**config.mk**
```make
export PLATFORM = sky130hd
export DESIGN_NAME = dcache_ctrl_flat
export DESIGN_NICKNAME = d
export VERILOG_FILES = /design/src/rtl/dcache_ctrl_if.sv /design/src/rtl/dcache_ctrl.sv /design/src/flat_wrapper.sv
export SDC_FILE = /design/constraint.sdc
export NUM_CORES = 1
export LEC_CHECK = 0
export CELL_PAD_IN_SITES_DETAIL_PLACEMENT = 1
export CELL_PAD_IN_SITES_GLOBAL_PLACEMENT = 1
export CORE_MARGIN = 1.5
export CORE_UTILIZATION = 30
export CTS_CLUSTER_DIAMETER = 120
export CTS_CLUSTER_SIZE = 10
export DETAILED_ROUTE_END_ITERATION = 16
export PLACE_DENSITY_LB_ADDON = 0.1
export SLEW_MARGIN = 15
export SYNTH_ARGS = -nofsm -noshare
export SYNTH_HDL_FRONTEND = slang
export SYNTH_SLANG_ARGS = --single-unit
```
**constraint.sdc**
```tcl
create_clock -name clk -period 4.1 [get_ports clk]
set_clock_uncertainty 0.15 [all_clocks]
set_input_delay 0.41 -clock clk [delete_from_list [all_inputs] [get_ports clk]]
set_output_delay 0.41 -clock clk [all_outputs]
set_load 0.01 [all_outputs]
```
**src/rtl/dcache_ctrl_if.sv**
```systemverilog
// Pipeline-side and memory-side signal bundle for dcache_ctrl.
// The cache sits on the slave modport and the pipeline/memory environment on the master modport.
interface dcache_ctrl_if;
   logic         MEM_R_EN;
   logic         MEM_W_EN;
   logic         is_byte;
   logic [31:0]  addr;
   logic [31:0]  wdata;
   logic [31:0]  rdata;
   logic         block_pipe_data_cache;
   logic         mem_req;
   logic         mem_we;
   logic [31:0]  mem_addr;
   logic [127:0] mem_wdata;
   logic [127:0] mem_rdata;
   logic         mem_ack;
   logic [15:0]  hit_count;
   logic [15:0]  miss_count;

   modport master (
      output MEM_R_EN, MEM_W_EN, is_byte, addr, wdata, mem_rdata, mem_ack,
      input  rdata, block_pipe_data_cache, mem_req, mem_we, mem_addr, mem_wdata,
             hit_count, miss_count
   );

   modport slave (
      input  MEM_R_EN, MEM_W_EN, is_byte, addr, wdata, mem_rdata, mem_ack,
      output rdata, block_pipe_data_cache, mem_req, mem_we, mem_addr, mem_wdata,
             hit_count, miss_count
   );
endinterface

```
**src/rtl/dcache_ctrl.sv**
```systemverilog
// Direct-mapped, write-back, write-allocate data cache with 16-byte lines.
// Define DCACHE_STATS_EN to build the saturating hit/miss counters; otherwise they read as zero.
module dcache_ctrl #(
   parameter int LINES = 4
) (
   input  logic         clk,
   input  logic         reset,
   dcache_ctrl_if.slave bus
);
   localparam int IDXW = $clog2(LINES);
   localparam int TAGW = 28 - IDXW;

   typedef enum logic [1:0] {IDLE, WB, FILL} state_t;

   state_t state, state_nxt;

   logic [LINES-1:0] valid;
   logic [LINES-1:0] dirty;
   logic [TAGW-1:0]  tag_mem  [LINES];
   logic [127:0]     data_mem [LINES];

   logic [IDXW-1:0] idx;
   logic [TAGW-1:0] tag;
   logic [1:0]      word_sel;
   logic [3:0]      byte_sel;
   logic [127:0]    line;
   logic            access;
   logic            hit;
   logic            idle_hit;
   logic            store_hit;
   logic            fill_done;

   logic         stall;
   logic         req;
   logic         we;
   logic [31:0]  maddr;
   logic [127:0] mwdata;
   logic [31:0]  rd;

   assign idx      = bus.addr[4 +: IDXW];
   assign tag      = bus.addr[31:4+IDXW];
   assign word_sel = bus.addr[3:2];
   assign byte_sel = bus.addr[3:0];
   assign line     = data_mem[idx];
   assign access   = bus.MEM_R_EN | bus.MEM_W_EN;
   assign hit      = valid[idx] & (tag_mem[idx] == tag);
   assign idle_hit = (state == IDLE) & access & hit;
   // A simultaneous read and write request is a store.
   assign store_hit = idle_hit & bus.MEM_W_EN;

   always_comb begin
      state_nxt = state;
      stall     = 1'b0;
      req       = 1'b0;
      we        = 1'b0;
      maddr     = '0;
      mwdata    = '0;
      fill_done = 1'b0;
      case (state)
         IDLE: begin
            if (access && !hit) begin
               stall     = 1'b1;
               state_nxt = dirty[idx] ? WB : FILL;
            end
         end
         WB: begin
            stall  = 1'b1;
            req    = 1'b1;
            we     = 1'b1;
            maddr  = {tag_mem[idx], idx, 4'b0000};
            mwdata = line;
            if (bus.mem_ack) state_nxt = FILL;
         end
         FILL: begin
            stall = 1'b1;
            req   = 1'b1;
            maddr = {tag, idx, 4'b0000};
            if (bus.mem_ack) begin
               fill_done = 1'b1;
               state_nxt = IDLE;
            end
         end
         default: state_nxt = IDLE;
      endcase
   end

   always_comb begin
      rd = '0;
      if (idle_hit && !bus.MEM_W_EN) begin
         if (bus.is_byte) rd = {24'b0, line[{byte_sel, 3'b000} +: 8]};
         else             rd = line[{word_sel, 5'b00000} +: 32];
      end
   end

   always_ff @(posedge clk or posedge reset) begin
      if (reset) begin
         state <= IDLE;
         valid <= '0;
         dirty <= '0;
      end else begin
         state <= state_nxt;
         if (fill_done) begin
            valid[idx] <= 1'b1;
            dirty[idx] <= 1'b0;
         end else if (store_hit) begin
            dirty[idx] <= 1'b1;
         end
      end
   end

   // Tag and data arrays carry no reset; valid gates every use of them.
   always_ff @(posedge clk) begin
      if (fill_done) begin
         data_mem[idx] <= bus.mem_rdata;
         tag_mem[idx]  <= tag;
      end else if (store_hit) begin
         if (bus.is_byte) data_mem[idx][{byte_sel, 3'b000} +: 8]  <= bus.wdata[7:0];
         else             data_mem[idx][{word_sel, 5'b00000} +: 32] <= bus.wdata;
      end
   end

`ifdef DCACHE_STATS_EN
   logic [15:0] hit_cnt;
   logic [15:0] miss_cnt;

   always_ff @(posedge clk or posedge reset) begin
      if (reset) begin
         hit_cnt  <= '0;
         miss_cnt <= '0;
      end else begin
         if (idle_hit && hit_cnt != '1) hit_cnt <= hit_cnt + 16'd1;
         if ((state == IDLE) && access && !hit && miss_cnt != '1) miss_cnt <= miss_cnt + 16'd1;
      end
   end

   assign bus.hit_count  = hit_cnt;
   assign bus.miss_count = miss_cnt;
`else
   assign bus.hit_count  = '0;
   assign bus.miss_count = '0;
`endif

   assign bus.block_pipe_data_cache = stall;
   assign bus.mem_req               = req;
   assign bus.mem_we                = we;
   assign bus.mem_addr              = maddr;
   assign bus.mem_wdata             = mwdata;
   assign bus.rdata                 = rd;
endmodule

```
**src/flat_wrapper.sv**
```systemverilog
// flat-port wrapper written by rule: the top's interface ports become plain ports
module dcache_ctrl_flat 
#(
   parameter int LINES = 4
)
  (clk, reset, bus_MEM_R_EN, bus_MEM_W_EN, bus_is_byte, bus_addr, bus_wdata, bus_mem_rdata, bus_mem_ack, bus_rdata, bus_block_pipe_data_cache, bus_mem_req, bus_mem_we, bus_mem_addr, bus_mem_wdata, bus_hit_count, bus_miss_count);
  dcache_ctrl_if bus_i ();
  input  logic clk;
  input  logic reset;
  input wire logic [$bits(bus_i.MEM_R_EN)-1:0] bus_MEM_R_EN;
  input wire logic [$bits(bus_i.MEM_W_EN)-1:0] bus_MEM_W_EN;
  input wire logic [$bits(bus_i.is_byte)-1:0] bus_is_byte;
  input wire logic [$bits(bus_i.addr)-1:0] bus_addr;
  input wire logic [$bits(bus_i.wdata)-1:0] bus_wdata;
  input wire logic [$bits(bus_i.mem_rdata)-1:0] bus_mem_rdata;
  input wire logic [$bits(bus_i.mem_ack)-1:0] bus_mem_ack;
  output wire logic [$bits(bus_i.rdata)-1:0] bus_rdata;
  output wire logic [$bits(bus_i.block_pipe_data_cache)-1:0] bus_block_pipe_data_cache;
  output wire logic [$bits(bus_i.mem_req)-1:0] bus_mem_req;
  output wire logic [$bits(bus_i.mem_we)-1:0] bus_mem_we;
  output wire logic [$bits(bus_i.mem_addr)-1:0] bus_mem_addr;
  output wire logic [$bits(bus_i.mem_wdata)-1:0] bus_mem_wdata;
  output wire logic [$bits(bus_i.hit_count)-1:0] bus_hit_count;
  output wire logic [$bits(bus_i.miss_count)-1:0] bus_miss_count;
  assign bus_i.MEM_R_EN = bus_MEM_R_EN;
  assign bus_i.MEM_W_EN = bus_MEM_W_EN;
  assign bus_i.is_byte = bus_is_byte;
  assign bus_i.addr = bus_addr;
  assign bus_i.wdata = bus_wdata;
  assign bus_i.mem_rdata = bus_mem_rdata;
  assign bus_i.mem_ack = bus_mem_ack;
  assign bus_rdata = bus_i.rdata;
  assign bus_block_pipe_data_cache = bus_i.block_pipe_data_cache;
  assign bus_mem_req = bus_i.mem_req;
  assign bus_mem_we = bus_i.mem_we;
  assign bus_mem_addr = bus_i.mem_addr;
  assign bus_mem_wdata = bus_i.mem_wdata;
  assign bus_hit_count = bus_i.hit_count;
  assign bus_miss_count = bus_i.miss_count;
  dcache_ctrl #(.LINES(LINES)) u_core (.clk(clk), .reset(reset), .bus(bus_i));
endmodule
```
After elaboration in Yosys (flattened, before gate mapping)
Memory sizes are Yosys's and may differ from the RTL's.
Cells that the tools add are included.
{"block": "op_classes", "addsub": 2, "n_mul": 0, "div": 0, "order_cmp": 2, "n_eq_ne": 6, "shifts": 6, "muxes": 289, "bitwise_logic": 265, "reduce_logical": 9}
{"op": "$mux 128", "count": 3}
{"op": "$mux 1", "count": 272}
{"op": "$or 1x1->1", "count": 257}
{"op": "$shift 32x9->128 const A", "count": 1}
{"op": "$shift 8x9->128 const A", "count": 1}
{"op": "$shiftx 128x8->32", "count": 1}
{"op": "$shiftx 128x8->8", "count": 1}
{"op": "$shiftx 32x9->128", "count": 1}
{"op": "$shiftx 8x9->128", "count": 1}
{"op": "$mux 32", "count": 2}
{"op": "$pmux 32 s2", "count": 1}
{"op": "$eq 26x26->1", "count": 1}
{"op": "$neg 7->9", "count": 2}
{"op": "$mux 2", "count": 4}
{"op": "$mux 4", "count": 2}
{"op": "$or 4x4->4", "count": 2}
{"op": "$ne 2x2->1 const B", "count": 3}
{"op": "$pmux 2 s3", "count": 1}
{"op": "$and 1x1->1", "count": 4}
{"op": "$and 4x4->4", "count": 1}
{"op": "$bmux 1 s2", "count": 2}
{"op": "$not 4->4", "count": 1}
{"op": "$logic_and 1x1->1", "count": 3}
{"op": "$lt 2x3->1 const B", "count": 1}
{"op": "other kinds (10)", "count": 11}
{"block": "word_totals", "reg_bits": 10, "latch_bits": 0, "ramBits": 616, "mem_bits_ro": 0, "input_bits": 198, "output_inout_bits": 227, "wordCells": 584, "n_memories": 2}
{"name": "u_core.data_mem", "words": 4, "word_bits": 128, "rd": 1, "rd_ports_with_merged_regs": 0, "wr": 1, "line": "dcache_ctrl.sv:20", "rtl": "logic [127:0] data_mem [LINES];"}
{"name": "u_core.tag_mem", "words": 4, "word_bits": 26, "rd": 1, "rd_ports_with_merged_regs": 0, "wr": 1, "line": "dcache_ctrl.sv:19", "rtl": "logic [TAGW-1:0] tag_mem [LINES];"}

Depth between registers and ports, before layout
{"block": "depth", "depth_word": 10, "mapped_depth": 16, "mapped_depth_nobuf": 9}

Worst setup path after synthesis
Ideal clock, no wire load.
{"block": "synth_timing", "kind": "input to register", "start": "in bus_addr[2]", "end": "mem u_core.data_mem[0][0], enable pin", "setup_ps": 375, "arrival_time_ps": 3974, "required_ps": 3575, "path_slack_ps": -400, "path_stages": 13, "n_path_buf": 6, "path_cell_list": "clkbuf_1 > inv_2 > buf_2 > buf_2 > clkbuf_1 > clkbuf_1 > ha_1 > nand2_1 > nor4_1 > nor2_1 > or3_1 > buf_2 > a21oi_1"}
{"block": "synth_via", "elab_chain_len": 5, "word_cells_on_any_way": 8, "cone_classes": "add/sub (2); shift (2); mux (2); bitwise (2)"}
{"item": "from (decl)", "line": "flat_wrapper.sv:13", "rtl": "input wire logic [$bits(bus_i.addr)-1:0] bus_addr;"}
{"item": "parallel branches: the longest is 4 deep, another holds $neg 7->9"}
{"item": "$or 1x1->1 (no line) (*)"}
{"item": "to (decl)", "line": "dcache_ctrl.sv:20"}
Mark *: on every way between the ends.

Worst setup path after layout
{"block": "layout_timing", "start": "in bus_addr[4]", "end": "out bus_rdata[0]"}
{"block": "layout_via", "elab_chain_len": 6, "word_cells_on_any_way": 12, "cone_classes": "eq/ne (1); shift (2); mux (4); bitwise (2); reduce/logical (1); memory (2)"}
{"item": "parallel branches: the longest is 5 deep, another holds $mem_v2 4x128"}
{"item": "$mux 32 (*)", "line": "dcache_ctrl.sv:89", "rtl": "if (idle_hit && !bus.MEM_W_EN) begin"}
{"item": "to (decl)", "line": "flat_wrapper.sv:17", "rtl": "output wire logic [$bits(bus_i.rdata)-1:0] bus_rdata;"}
Mark *: on every way between the ends. The select of a mux whose other input is x is not followed.

==> impl_metrics.toml <==
[status]
outcome = "completed"

[routing]
drc = 0
dr.pass1.iters = 5
first_iter_violations = 2285
vias = 22678
route.detailed.vias_per_inst = 5.46
routed_wire_length_per_instance_um = 32.5
antenna_violating_nets_post_route = 0
detail_route.wirelength_mm = 135

[synthesis]
synth.largest_area_cell = "edfxtp_1"
synth_warnings = 0
area_fraction_in_and_or_nand_and_nor_cells_after_synthesis = 0.0881
synth_area_in_adders = 0.00492
synth.top_cells.by_area = "edfxtp_1 61%, mux4_2 15%, and2_1 2.7%, nand2_1 2.5%, a22o_1 1.8%"
yosys.area_share.xor_xnor = 0.00603
synth_top_family_by_area = "multiplexers"
ys_seq_area_frac = 0.615
synthCells = 2028
mappedNetlistArea_um2 = 30500
synth_top_flop_cell = "edfxtp_1"
yosys_register_bits = 626
post_synth.cell_area_avg_um2 = 15.0
yosysUniqueCellTypes = 63
synth-compound-area-share = 0.0897
synthArstFlopShare = 0.0160
post_synth_mux_area_share = 0.162
synth.top_cell.area_share = 0.607
synth_enable_flop_cells = 616

[pwr]
power_switching_mw = 4.51
logic_gate_share_of_total_power = 0.194
clkPwrFrac = 0.353
total_leakage_power_nw = 14.1
power_frac_seq = 0.453
power-per-cell-area_nw_per_um2 = 405
power_report.internal_total_mw = 12.1
ir_drop_v = 0.000277
fin_total_pwr_mw = 16.6
netSwitchingFraction = 0.271

[floorplan]
die_height_um = 322
io_pins = 425
num_rows = 116
die-area_um2 = 104000
start_util = 0.304
die-width_um = 322
floorplan.core_area_um2 = 100000

[critical_path]
critical_path_startpoint = "bus_addr[4]"
r2r.worst_path.cells = 12
r2r_setup_slack_ps = 480
crit_type = "in -> out"
end_kind = "primary output"
crit_end = "bus_rdata[0]"
timing.critical_path.from_type = "primary input"
r2r_end = "u_core.data_mem[3][2]"
worstReg2RegStart = "u_core.tag_mem[3][12]"
cp_data_arrival_time_ps = 3470
critical_path_peak_fanout = 26
worst_ep_required_time_ps = 3540

[timing]
tns_ps = 0
final_max_slew_viol_count = 0
rsz0062_at_grt = "true"
worst-slew-pin-transition_ps = 1030
relSlewSlack = 0.293
fmax_achieved_ghz = 0.248
hold_viol = 0
min_period_over_period = 0.982
final.min_clock_period_ps = 4030
setup-violations-final = 0

[global_route]
grt_pass1_vias = 23464
grt_first_pass_wirelength_mm = 186
grt_max_degree = 63
grt.total_usage = 0.258
grt_overflow_total = 0
number_of_antenna_violations_at_the_first_check_in_global_routing = 9

[min_path]
min_path_type = "reg -> reg"

[cells_and_area]
final_layout_size_suffix_gt1_frac = 0.302
layout.cells.most_common_list = "616 x edfxtp_1, 408 x buf_4, 352 x clkdlybuf4s50_1"
areaGrowthSynthToFinish_pct = 34.8
postLayoutCoreUtil = 0.409
layout_commonest_cell = "edfxtp_1"
instances_no_fill = 4150
finish.net_count = 2979
post-route-cell-area_um2 = 41100

[clocking]
cts_max_path_buffers = 3
cts_tree = "yes"
clock_sinks = 626
htree_num_levels = 3
clk_pin_slew_ps = 50
cts_inserted_buffers = 72
clk-insertion-delay-late_ps = 630
cts-root-buf = "clkbuf_16"

[placed_design]
detailedPlacementHpwl_mm = 104
gp_congestion = 0.927
dpl_cell_area_um2 = 39000
placedCellCount = 4055
io_buffer_count = 388

[job]
max-cap-violations = 0
## synthesized netlist by cell type (5+ instances only)
cell type  number
nand4_1        20
and2_1        130
a22o_1         64
nor2b_1        39
edfxtp_1      616
mux2_2          5
o2bb2ai_1      32
nor2_1         42
o211ai_1        6
mux4_2        197
nand2_1       202
mux2i_1        43
dfrtp_1        10
nand3_1        16
clkbuf_1      107
a22oi_1        68
buf_4          42
buf_6           6
xnor2_1        18
a21boi_0        7
nor3_1          7
buf_2          29
buf_1          11
a21oi_1        56
ha_1           12
a2bb2oi_1      17
o21ai_0        73
a32oi_1         5
and3_1         20
o21ai_1         5
a31oi_1        10
a211oi_1       13
nand2b_1        9
or2_2          26
inv_1          11
## layer usage
layer | global-route usage | share of wire | up-vias
li1 | - | - | 9409
met1 | 0.368 | 0.44 | 12020
met2 | 0.407 | 0.47 | 1066
met3 | 0.0407 | 0.070 | 179
met4 | 0.0676 | 0.027 | 4
met5 | 0 | 0.00020 | -
## worst min path at each step
stage | startpoint | end | slack, ps | cells past startpoint
after CTS | u_core.valid[3] | u_core.valid[3] | 320 | 1
after detailed placement | u_core.valid[3] | u_core.valid[3] | 300 | 1
after global routing | u_core.valid[3] | u_core.valid[3] | 340 | 1
after global placement | u_core.valid[0] | u_core.valid[0] | 300 | 1
final | u_core.valid[3] | u_core.valid[3] | 320 | 1
after floorplan | reset | async pin | 100 | 1
## kinds of logic after synthesis
logic type | count (synthesis)
AND/OR/NAND/NOR | 526
AO/OA/AOI/OAI | 384
adder cells (fa/ha/maj) | 12
XOR/XNOR | 21
flip-flops | 626
buffers and inverters | 211
other | 1
multiplexers | 247
## worst max-delay path: stages
cell	delay, ps
buf_8	90
buf_12	170
buf_12	240
mux4_2	600
mux2i_1	830
mux4_2	460
mux4_2	240
nor2_1	50
dlygate4sd2_1	300
## power groups by stage
stage / Clock, mW / Combinational [mW] / Sequential (mW)
floorplan: 0 / 1.39 / 7.63
global placement: 0 / 3.18 / 7.64
detailed placement: 0 / 3.21 / 7.67
CTS: 5.99 / 3.23 / 7.54
global route: 6.17 / 3.37 / 7.56
finish: 5.88 / 3.22 / 7.54
## registers in the layout, indices dropped and copies added (netlist names), named ones only
| signal | flops |
|---|---|
| u_core.data_mem | 512 |
| u_core.tag_mem | 104 |
| u_core.valid | 4 |
| u_core.state | 2 |
## area by class of cell
class	count	area, um2
Inverter	16	61.3
Sequential cell	626	18700
Fill cell	10322	59300
Clock inverter	6	104
Tap cell	1357	1700
Clock buffer	89	1910
Antenna cell	3	7.51
Multi-Input combinational cell	1226	11100
Timing Repair Buffer	827	7460
## repair_timing
action,4_1_cts,5_1_grt
gates cloned,1,0
endpoints found under the setup margin,33,30
pin swaps,3,4
buffers inserted,2,2
endpoints found under the hold margin,10,0
hold buffers,1,0
resized for setup,107,32
## stage by stage
step / setup WS [ps] / hold WS [ps]
CTS: -7.20 / 316
global route: -22.6 / 344
global placement: -311 / 296
finish: 71.8 / 322
floorplan: -21.2 / 100
detailed placement: -368 / 303
(Power assumes the default switching activity.)
